### config.mk
export PLATFORM = sky130hd
export DESIGN_NAME = t01_blockid_flat
export DESIGN_NICKNAME = d
export VERILOG_FILES = /design/src/rtl/t01_blockid_if.sv /design/src/rtl/t01_blockid.sv /design/src/flat_wrapper.sv
export SDC_FILE = /design/constraint.sdc
export NUM_CORES = 1
export LEC_CHECK = 0
export ABC_CLOCK_PERIOD_IN_PS = 13600
export BUFFER_PORTS_ARGS = -buffer_cell sky130_fd_sc_hd__buf_2
export CAP_MARGIN = 20
export CORE_UTILIZATION = 45
export CTS_BUF_LIST = sky130_fd_sc_hd__clkbuf_4 sky130_fd_sc_hd__clkbuf_8
export DETAILED_ROUTE_END_ITERATION = 6
export PLACE_DENSITY = 0.62
export SYNTH_ARGS = -nofsm -noshare
export SYNTH_HDL_FRONTEND = slang
export SYNTH_SLANG_ARGS = --single-unit
### constraint.sdc
create_clock -name clk -period 13.6 [get_ports clk]
set_clock_uncertainty 0.2 [all_clocks]
set_input_delay 1.36 -clock clk [delete_from_list [all_inputs] [get_ports clk]]
set_output_delay 1.36 -clock clk [all_outputs]
set_load 0.01 [all_outputs]
### src/rtl/t01_blockid_if.sv
// Handshake and result bundle for the block-type identifier.
// The requester drives start/pattern_in; the identifier returns status and result.
interface t01_blockid_if #(
  parameter int unsigned TYPE_W = 5
) ();
  logic              start;
  logic [15:0]       pattern_in;
  logic              busy;
  logic              done;
  logic [TYPE_W-1:0] block_type;
  logic              found;
  logic              bad_count;

  modport master (
    output start, pattern_in,
    input  busy, done, block_type, found, bad_count
  );

  modport slave (
    input  start, pattern_in,
    output busy, done, block_type, found, bad_count
  );
endinterface

### src/rtl/t01_blockid.sv
// Recovers a block type code from its 4x4 occupancy pattern by a linear table search,
// one entry per clock, with early rejection of patterns that do not have exactly 4 cells.
module t01_blockid #(
  parameter int unsigned NUM_TYPES = 19,
  parameter int unsigned TYPE_W    = 5
) (
  input logic           clk,
  input logic           rst,
  t01_blockid_if.slave  bus
);

  typedef enum logic [1:0] {StIdle, StSearch, StDone} state_e;

  localparam logic [TYPE_W-1:0] NotFound = {TYPE_W{1'b1}};
  localparam logic [TYPE_W-1:0] LastIdx  = TYPE_W'(NUM_TYPES - 1);

  state_e            state_q, state_d;
  logic [TYPE_W-1:0] idx_q, idx_d;
  logic [15:0]       pat_q, pat_d;
  logic [TYPE_W-1:0] block_type_q, block_type_d;
  logic              found_q, found_d;
  logic              bad_count_q, bad_count_d;

  function automatic logic [15:0] table_entry(input logic [TYPE_W-1:0] idx);
    logic [15:0] p;
    unique case (int'(idx))
      0:       p = 16'h2222;
      1:       p = 16'h0066;
      2:       p = 16'h006C;
      3:       p = 16'h00C6;
      4:       p = 16'h0622;
      5:       p = 16'h0644;
      6:       p = 16'h00E4;
      7:       p = 16'h00F0;
      8:       p = 16'h2640;
      9:       p = 16'h4620;
      10:      p = 16'h0017;
      11:      p = 16'h0446;
      12:      p = 16'h0740;
      13:      p = 16'h0470;
      14:      p = 16'h0226;
      15:      p = 16'h0071;
      16:      p = 16'h4640;
      17:      p = 16'h04E0;
      18:      p = 16'h2620;
      // Zero never matches: pat_q always holds exactly 4 cells during a search
      default: p = 16'h0000;
    endcase
    return p;
  endfunction

  always_comb begin
    state_d      = state_q;
    idx_d        = idx_q;
    pat_d        = pat_q;
    block_type_d = block_type_q;
    found_d      = found_q;
    bad_count_d  = bad_count_q;
    unique case (state_q)
      StIdle: begin
        if (bus.start) begin
          pat_d       = bus.pattern_in;
          found_d     = 1'b0;
          bad_count_d = 1'b0;
          idx_d       = '0;
          if ($countones(bus.pattern_in) == 4) begin
            state_d = StSearch;
          end else begin
            state_d      = StDone;
            bad_count_d  = 1'b1;
            block_type_d = NotFound;
          end
        end
      end
      StSearch: begin
        if (pat_q == table_entry(idx_q)) begin
          state_d      = StDone;
          block_type_d = idx_q;
          found_d      = 1'b1;
        end else if (idx_q == LastIdx) begin
          state_d      = StDone;
          block_type_d = NotFound;
        end else begin
          idx_d = idx_q + TYPE_W'(1);
        end
      end
      StDone:  state_d = StIdle;
      default: state_d = StIdle;
    endcase
  end

  always_ff @(posedge clk) begin
    if (rst) begin
      state_q      <= StIdle;
      idx_q        <= '0;
      pat_q        <= '0;
      block_type_q <= '0;
      found_q      <= 1'b0;
      bad_count_q  <= 1'b0;
    end else begin
      state_q      <= state_d;
      idx_q        <= idx_d;
      pat_q        <= pat_d;
      block_type_q <= block_type_d;
      found_q      <= found_d;
      bad_count_q  <= bad_count_d;
    end
  end

  assign bus.busy       = (state_q != StIdle);
  assign bus.done       = (state_q == StDone);
  assign bus.block_type = block_type_q;
  assign bus.found      = found_q;
  assign bus.bad_count  = bad_count_q;

endmodule
### src/flat_wrapper.sv
// flat-port wrapper written by rule: the top's interface ports become plain ports
module t01_blockid_flat 
#(
  parameter int unsigned NUM_TYPES = 19,
  parameter int unsigned TYPE_W    = 5
)
  (clk, rst, bus_start, bus_pattern_in, bus_busy, bus_done, bus_block_type, bus_found, bus_bad_count);
  t01_blockid_if #(.TYPE_W(TYPE_W)) bus_i ();
  input logic clk;
  input logic rst;
  input wire logic [$bits(bus_i.start)-1:0] bus_start;
  input wire logic [$bits(bus_i.pattern_in)-1:0] bus_pattern_in;
  output wire logic [$bits(bus_i.busy)-1:0] bus_busy;
  output wire logic [$bits(bus_i.done)-1:0] bus_done;
  output wire logic [$bits(bus_i.block_type)-1:0] bus_block_type;
  output wire logic [$bits(bus_i.found)-1:0] bus_found;
  output wire logic [$bits(bus_i.bad_count)-1:0] bus_bad_count;
  assign bus_i.start = bus_start;
  assign bus_i.pattern_in = bus_pattern_in;
  assign bus_busy = bus_i.busy;
  assign bus_done = bus_i.done;
  assign bus_block_type = bus_i.block_type;
  assign bus_found = bus_i.found;
  assign bus_bad_count = bus_i.bad_count;
  t01_blockid #(.NUM_TYPES(NUM_TYPES), .TYPE_W(TYPE_W)) u_core (.clk(clk), .rst(rst), .bus(bus_i));
endmodule
# [Word level (Yosys, flattened, before mapping)]
# Memory sizes are Yosys's and may differ from the RTL's. A register that Yosys moved wholly into a read port is not among the register bits.
# Index checks and enable logic that the tools add are counted.
[totals] regBits=30 rom_bits=416 inputBits=19 word_cells=63 n_memories=1
[mem_list] name="(name not given)" words=32 word_bits=13 read_ports=1 rd_ports_with_merged_regs=1 write_ports=0 line_no="t01_blockid.sv:26" text="unique case (int'(idx))"
[classes] add_sub_neg=16 n_eq_ne=11 muxes=21 reduce_logical=8
[ops] op="adder 32 bit" count=7
[ops] op="2-to-1 mux 5 bit" count=9
[ops] op="equality test 32 x 4 -> 1 bit (second input constant)" count=1
[ops] op="one-hot mux 5 bit (2 select lines)" count=2
[ops] op="adder 1 x 1 -> 2 bit" count=8
[ops] op="equality test 16 bit" count=1
[ops] op="2-to-1 mux 16 bit" count=1
[ops] op="2-to-1 mux 2 bit" count=4
[ops] op="inequality test 2 bit (second input constant)" count=4
[ops] op="AND reduction 4 bit" count=2
[ops] op="adder 5 x 1 -> 5 bit (second input constant)" count=1
[ops] op="equality test 5 bit (second input constant)" count=1
[ops] op="one-hot mux 2 bit (2 select lines)" count=1
[ops] op="AND reduction 2 bit" count=2
[ops] op="nonzero test 2 bit" count=2
[ops] op="2-to-1 mux 1 bit" count=3
[ops] op="inequality test 3 x 1 -> 1 bit (second input constant)" count=1
[ops] op="AND reduction 3 bit" count=1
[ops] op="equality test 2 x 1 -> 1 bit (second input constant)" count=1
[ops] op="equality test 2 bit (second input constant)" count=1
[ops] op="logical NOT 2 bit" count=1
[ops] op="inequality test 2 x 1 -> 1 bit (second input constant)" count=1
[ops] op="one-hot mux 1 bit (2 select lines)" count=1

# [Logic depth before layout (Yosys ltp)]
# Gate-level depths: netlist of the first run.
[depth] word_depth=8 ltp_mapped=18 mapped_depth_nobuf=18

# [Worst setup path before layout of the first run]
# OpenSTA, ideal clock, no wires.
[synth_timing] kind="input-to-reg" from="input port bus_pattern_in[0]" to="register u_core.block_type_q[0] (netlist: u_core.bus.block_type[0])" t_arrival_ns=5.105 path_slack_ns=8.167 cell_stages=15 path_buffers=0 path_cell_list="ha_1 inv_1 fa_1 fa_1 fa_1 inv_1 fa_1 ha_1 fa_1 nor4b_1 nand2_1 a21oi_1 nor3_1 o22ai_1 nor2_1"
[synth_via] elab_chain_len=7
[synth_rtl] item="start: declaration" line_no="flat_wrapper.sv:12" text="input wire logic [$bits(bus_i.pattern_in)-1:0] bus_pattern_in;"
[synth_rtl] item="adder 1 x 1 -> 2 bit (implied by the code)" line_no="t01_blockid.sv:66" text="if ($countones(bus.pattern_in) == 4) begin"
[synth_rtl] item="adder 32 bit (implied by the code) (3 in a row)" line_no="t01_blockid.sv:66"
[synth_rtl] item="equality test 32 x 4 -> 1 bit" line_no="t01_blockid.sv:66"
[synth_rtl] item="inequality test 2 bit (no line)"
[synth_rtl] item="AND reduction 4 bit (no line)"
[synth_rtl] item="end signal: assignment" line_no="t01_blockid.sv:104" text="block_type_q <= block_type_d;"
[synth_rtl] item="end: declaration" line_no="t01_blockid.sv:20" text="logic [TYPE_W-1:0] block_type_q, block_type_d;"
# Every way passes these cells.
# A chain may end at the register's enable or synchronous reset.

# [Worst setup path in the final report of the first run]
[layout_timing] from="input port bus_pattern_in[0]" to="register u_core.block_type_q[1] (netlist: u_core.bus.block_type[1])"
# The elaborated chain is that of the path after synthesis.

==> key figures, run 1 <==
Clocking
  – Setup Fix Bufs, Post-CTS: 0
  – Post-CTS Resized: 0
  – Max clock buf depth: 2
  – Clock latency on the worst-skew pair: 300 ps
  – H-Tree Depth: 2
  – CTS tree: built
  – Clk root buf: clkbuf_8
  – Worst-path clk slew: 80 ps
  – TritonCTS buffer count: 5
  – CTS sink count: 43
  – # hold bufs at CTS: 0

Layout
  – Filler cells: 520
  – Final cell count without fillers: 386
  – Area added between synthesis and finish: 10.3%
  – Fin nets: 364
  – # diodes: 0
  – Fraction of layout cells with a size suffix above 1: 16.6%

Pwr
  – Switching share of power: 34.9%
  – Combinational share of power: 37.6%
  – Clk network pwr share: 23.0%
  – Leakage: 1.25 nW
  – Cell internal pwr: 0.000256 W
  – NetSw: 0.000137 W
  – VDD IR max: 122 uV
  – PwrDens: 139 nW/um^2
  – Sequential share of power: 39.3%

Timing
  – Final WS setup: 8110 ps
  – Final Setup Violations: 0
  – Pins Over Slew Limit: 0
  – Max Fclk: 0.182 GHz
  – RSZ-0062 raised after global routing: false
  – Setup TNS: 0 ps
  – Period Utilization, post-route: 40.4%
  – Final Hold Fails: 0
  – Slew margin rel.: 46.5%
  – Worst slew pin tran: 800 ps
  – Crit path time final: 5490 ps

Yosys
  – EDFF count, synth: 0
  – Ys flop type: dfxtp_1
  – Synth async-reset ratio: 0%
  – Sequential share of the synthesized area: 33.5%
  – Net count after synthesis: 341
  – Mapped Cells: 290
  – YS warnings: 0
  – Post-Syn Area: 2570 um^2
  – Yosys reg bits: 43
  – Mean Syn Cell Area: 8.86 um^2
  – Cell variety after synth: 54

Drt
  – First-pass iteration count of the detailed router: 4
  – Remaining antenna violation count: 0
  – Via/cell ratio: 5.20
  – Post-Route WL: 5470 um
  – DRC: 0
  – Iter 0 DRT Violations: 117
  – WL per Instance: 14.2 um
  – Vias: 2,006

Job
  – Max-cap violations: 0

Critical path
  – Data arrival, critical path: 5470 ps
  – CP Launch Type: primary input
  – Crit. End Element: flop
  – Critical path class: primary input to flop
  – Max incr delay on CP: 540 ps
  – Required time of the critical path: 13,570 ps
  – Buffers & Inverters on Critical Path: 3
  – CP Max Fanout: 5
  – Worst path top cell family by delay: adder cells
  – Crit-path slowest cell: fa_1
  – Critical-path cell list: buf_2 > ha_1 > inv_1 > fa_1 > fa_1 > fa_1 > inv_1 > fa_1 > ha_1 > fa_1 > nor4b_1 > nand2_1 > a21oi_1 > nor3_1 > o22ai_1 > nor2_1
  – CP most frequent cell: fa_1

Global routing
  – Largest net degree at the start of global routing: 31
  – Vias in the first global route: 1,961
  – Initial antenna violation count: 0
  – Total gr overflow: 0
  – First-pass GRT wire length: 9200 um
  – GRT Util Overall: 19.9%

Status
  – Outcome: finished clean

Hold path
  – Hold WC Path Type: flop to flop

Floorplanning
  – Starting Density: 46.6%
  – Die area: 6010 um^2
  – Core area: 5510 um^2
  – Top-level I/O count: 28
  – DIE WIDTH: 77.6 um
  – Rows: 27
  – Die height: 77.6 um

Placed design
  – Number of buffers inserted by port buffering: 27
  – Placed cell count: 378
  – Final HPWL DP: 4150 um
  – Placer congestion estimate: 0.831
  – Setup WS pre-CTS: 7780 ps
tightest hold or removal path: cells and delay by family, from the launching register on:
family	cells	cell delay, ps
flip-flops	1	320
AND/OR/NAND/NOR	1	50
AO/OA/AOI/OAI	1	50
power groups by stage:
stage	clock network [W]	registers (W)	logic, W
floorplan	0	0.000160	0.000108
global placement	0	0.000158	0.000147
detailed placement	0	0.000158	0.000149
CTS	0.0000932	0.000155	0.000150
global route	0.0000997	0.000158	0.000170
finish	0.0000907	0.000155	0.000148
path summary, 6_finish.rpt:
path,to,cells past startpoint,slack [ps],from
hold reg to reg,u_core.pat_q[12],2,260,u_core.pat_q[12]
setup reg to reg,flop,9,10070,u_core.pat_q[8]
hold / removal,u_core.pat_q[12],2,260,u_core.pat_q[12]
setup / recovery,u_core.bus.block_type[1],16,8110,bus_pattern_in[0]
per-layer routing:
| layer | track usage, % | wire length, um |
|---|---|---|
| met5 | 0 | 0 |
| met4 | 6.79 | 89 |
| met3 | 3.88 | 179 |
| met2 | 31.2 | 2480 |
| met1 | 27.2 | 2720 |
synth_stat cells, types with 2 or more instances:
master	instances	area [um^2]
o211a_1	2	20.0
o211ai_1	3	22.5
o21ai_0	4	20.0
buf_1	2	7.51
nor2b_1	2	12.5
o21ai_1	2	10.0
mux2i_1	3	30.0
nor2_1	21	78.8
nand4_1	5	31.3
xnor2_1	13	114
nand2_2	2	12.5
nor3_1	7	35.0
dfxtp_1	43	861
inv_2	2	7.51
nand2_1	44	165
a22oi_1	5	37.5
clkbuf_1	5	18.8
o22ai_1	5	31.3
nor4_1	3	18.8
ha_1	21	263
buf_6	3	33.8
a21oi_1	21	105
fa_1	11	220
nor4b_1	2	17.5
inv_1	29	109
and2_1	2	12.5
final cells by class:
class                   count  area [um^2]  area share [%]
clock buffers               8          104            3.67
inverters                  33          131            4.64
well taps                  72         90.1            3.18
repair buffers             27          135            4.77
multi-input cells         203         1510            53.4
flip-flops and latches     43          861            30.4
layout by cell type, fill, tap and decap left out, types with 7 or more instances in the layout:
master    instances
nor2_1           21
nor3_1            7
a21oi_1          21
fa_1             11
clkbuf_8          7
dfxtp_1          43
ha_1             21
nand2_1          44
buf_2            27
inv_1            29
xnor2_1          13
cells by family (layout without fill, tap and decap cells):
group                      Yosys count  after routing  share of synthesized area [%]
buffers and inverters               44             68                           7.65
adders and majority gates           32             32                           18.8
and+or+nand+nor                     99             99                           19.2
muxes                                5              5                           2.48
DFF                                 43             43                           33.5
xor gates and xnor gates            14             14                           4.77
AOI/OAI and AO/OA                   53             53                           13.6
through the flow:
step | power, W | hold WS, ps | cell area (um^2) | util (%)
2_1_floorplan | 0.000267 | 236 | 2570 | -
3_3_place_gp | 0.000304 | 251 | 2730 | 49.6
3_5_place_dp | 0.000307 | 253 | 2730 | 49.6
4_1_cts | 0.000398 | 264 | 2830 | 51.4
5_1_grt | 0.000427 | 295 | 2830 | 51.4
6_report | 0.000394 | 264 | 2830 | 51.4
(Power assumes the default switching activity.)
==> inputs of run 2 (changes only) <==
ABC_CLOCK_PERIOD_IN_PS = 5290   (was 13600)
clock period = 5.29 ns   (was 13.6 ns; I/O delays follow)
==> run 2 against run 1 <==
Total power grew to 2.6 times the previous value. Non-clock buffer count stayed put. Count of clock-buffer cells in the layout stayed put. Sequential power grew to 2.6 times the previous value. Critical endpoint is now u_core.bus.block_type[0]. Largest power group unchanged. Highest routed layer unchanged.
==> key figures, run 2 (same netlist as run 1, synthesis figures left out) <==
Status
  – Outcome: finished clean

Drt
  – Post-Route WL: 5360 um (-2.2%)
  – Vias: 1,967 (-1.9%)
  – Iter 0 DRT Violations: 140 (+20%)
  – WL per Instance: 13.9 um (-2.2%)
  – DRC: 0 (unchanged)
  – Remaining antenna violation count: 0 (unchanged)
  – Via/cell ratio: 5.10 (-1.9%)
  – First-pass iteration count of the detailed router: 4 (unchanged)

Layout
  – Final cell count without fillers: 386 (unchanged)
  – Cell area after layout: 2830 um^2 (unchanged)
  – Fraction of layout cells with a size suffix above 1: 16.6% (unchanged)
  – Commonest non-fill, non-tap cells in the layout: nand2_1, dfxtp_1, inv_1
  – Area added between synthesis and finish: 10.3% (unchanged)
  – # diodes: 0 (unchanged)
  – Fin nets: 364 (unchanged)
  – Most common library cell in the layout ignoring fill and taps: nand2_1

Timing
  – Max Fclk: 0.215 GHz
  – Slew margin rel.: 47.0% (+0.50 points)
  – RSZ-0062 raised after global routing: false
  – Final Setup Violations: 0 (unchanged)
  – Setup TNS: 0 ps (unchanged)
  – Crit path time final: 4650 ps
  – Worst slew pin tran: 792 ps (-8.44 ps)
  – Pins Over Slew Limit: 0 (unchanged)
  – Period Utilization, post-route: 88.0%
  – Fin Hold WS: 259 ps (-4.28 ps)
  – Final Hold Fails: 0 (unchanged)

Critical path
  – Data arrival, critical path: 4620 ps (-850 ps)
  – Required time of the critical path: 5260 ps (-8310 ps)
  – CP Max Fanout: 5 (unchanged)
  – Crit. End Element: flop
  – Setup slack, reg-to-reg: 1780 ps (-8290 ps)
  – CP Launch Type: primary input
  – Worst R2R Start: u_core.pat_q[8]
  – R2R depth: 9 (unchanged)
  – Critical path class: primary input to flop

Hold path
  – Worst Hold Endpoint: u_core.pat_q[12]
  – Hold wc startpoint: u_core.pat_q[12]
  – Hold WC Path Type: flop to flop
  – Hold Crit Depth: 2 (unchanged)

Placed design
  – Placed cell count: 378 (unchanged)
  – Number of buffers inserted by port buffering: 27 (unchanged)
  – Final HPWL DP: 4150 um (about the same)
  – Placed cell area: 2730 um^2 (unchanged)
  – Placer congestion estimate: 0.831 (unchanged)

Pwr
  – Leakage: 1.25 nW (unchanged)
  – VDD IR max: 309 uV (+150%)
  – PwrDens: 355 nW/um^2 (+160%)
  – Tot Pwr: 0.00101 W (+160%)

Clocking
  – Max clock buf depth: 2 (unchanged)
  – Setup Fix Bufs, Post-CTS: 0 (unchanged)
  – CTS tree: built
  – Clock latency on the worst-skew pair: 290 ps (about the same)
  – TritonCTS buffer count: 5 (unchanged)
  – Worst-path clk slew: 80 ps (about the same)
  – Post-CTS Resized: 0 (unchanged)
  – H-Tree Depth: 2 (unchanged)
  – CTS sink count: 43 (unchanged)
  – # hold bufs at CTS: 0 (unchanged)
  – Clk root buf: clkbuf_8

Floorplanning
  – Starting Density: 46.6% (unchanged)
  – Die height: 77.6 um (unchanged)
  – Die area: 6010 um^2 (unchanged)
  – Rows: 27 (unchanged)
  – DIE WIDTH: 77.6 um (unchanged)
  – Top-level I/O count: 28 (unchanged)
  – Core area: 5510 um^2 (unchanged)

Global routing
  – First-pass GRT wire length: 9070 um (-1.4%)
  – GRT Util Overall: 19.7% (-0.15 points)
  – Largest net degree at the start of global routing: 31 (unchanged)
  – Initial antenna violation count: 0 (unchanged)
  – Vias in the first global route: 1,890 (-3.6%)
  – Total gr overflow: 0 (unchanged)

Job
  – Max-cap violations: 0 (unchanged)
==> run 2: area by class of cell <==
type	count	area (um^2)
multi-input cells	203	1510
flip-flops and latches	43	861
inverters	33	131
repair buffers	27	135
clock buffers	8	104
well taps	72	90.1
fillers	533	2670
==> run 2: where the power goes <==
group	internal, W	switching (W)
sequential	0.000370	0.0000286
combinational	0.000164	0.000213
clock	0.000124	0.000107
==> run 2: worst max-delay path, stage by stage <==
cell and delay, ps:
buf_2 100, ha_1 270, inv_1 50, fa_1 440
fa_1 500, fa_1 540, inv_1 50, fa_1 480
ha_1 240, fa_1 480, nor4b_1 240, nand2_1 110
a21oi_1 200, nor3_1 130, o22ai_1 180, nor2_1 60
==> run 2: layer usage <==
metal | up-vias | part of all wire [%] | global-route usage, %
li1 | 1023 | - | -
met1 | 907 | 50 | 28.0
met2 | 28 | 46 | 29.1
met3 | 9 | 2.8 | 5.65
met4 | 0 | 1.4 | 5.28
met5 | - | 0 | 0
==> run 2: worst max path at each step <==
stage	slack, ps	cells after the start	to	startpoint
final	640	16	u_core.bus.block_type[0]	bus_pattern_in[0]
after global routing	380	16	u_core.bus.block_type[3]	bus_pattern_in[1]
after CTS	620	16	u_core.bus.block_type[0]	bus_pattern_in[0]
after detailed placement	330	16	u_core.bus.block_type[0]	bus_pattern_in[0]
after global placement	400	16	u_core.bus.block_type[3]	bus_pattern_in[0]
after floorplan	690	15	u_core.bus.block_type[0]	bus_pattern_in[0]
==> run 2: metrics by stage <==
stage	utilization (%)	setup WS [ps]
after global placement	49.6	402
final	51.4	637
after floorplan	-	688
after CTS	51.4	620
after detailed placement	49.6	328
after global routing	51.4	384
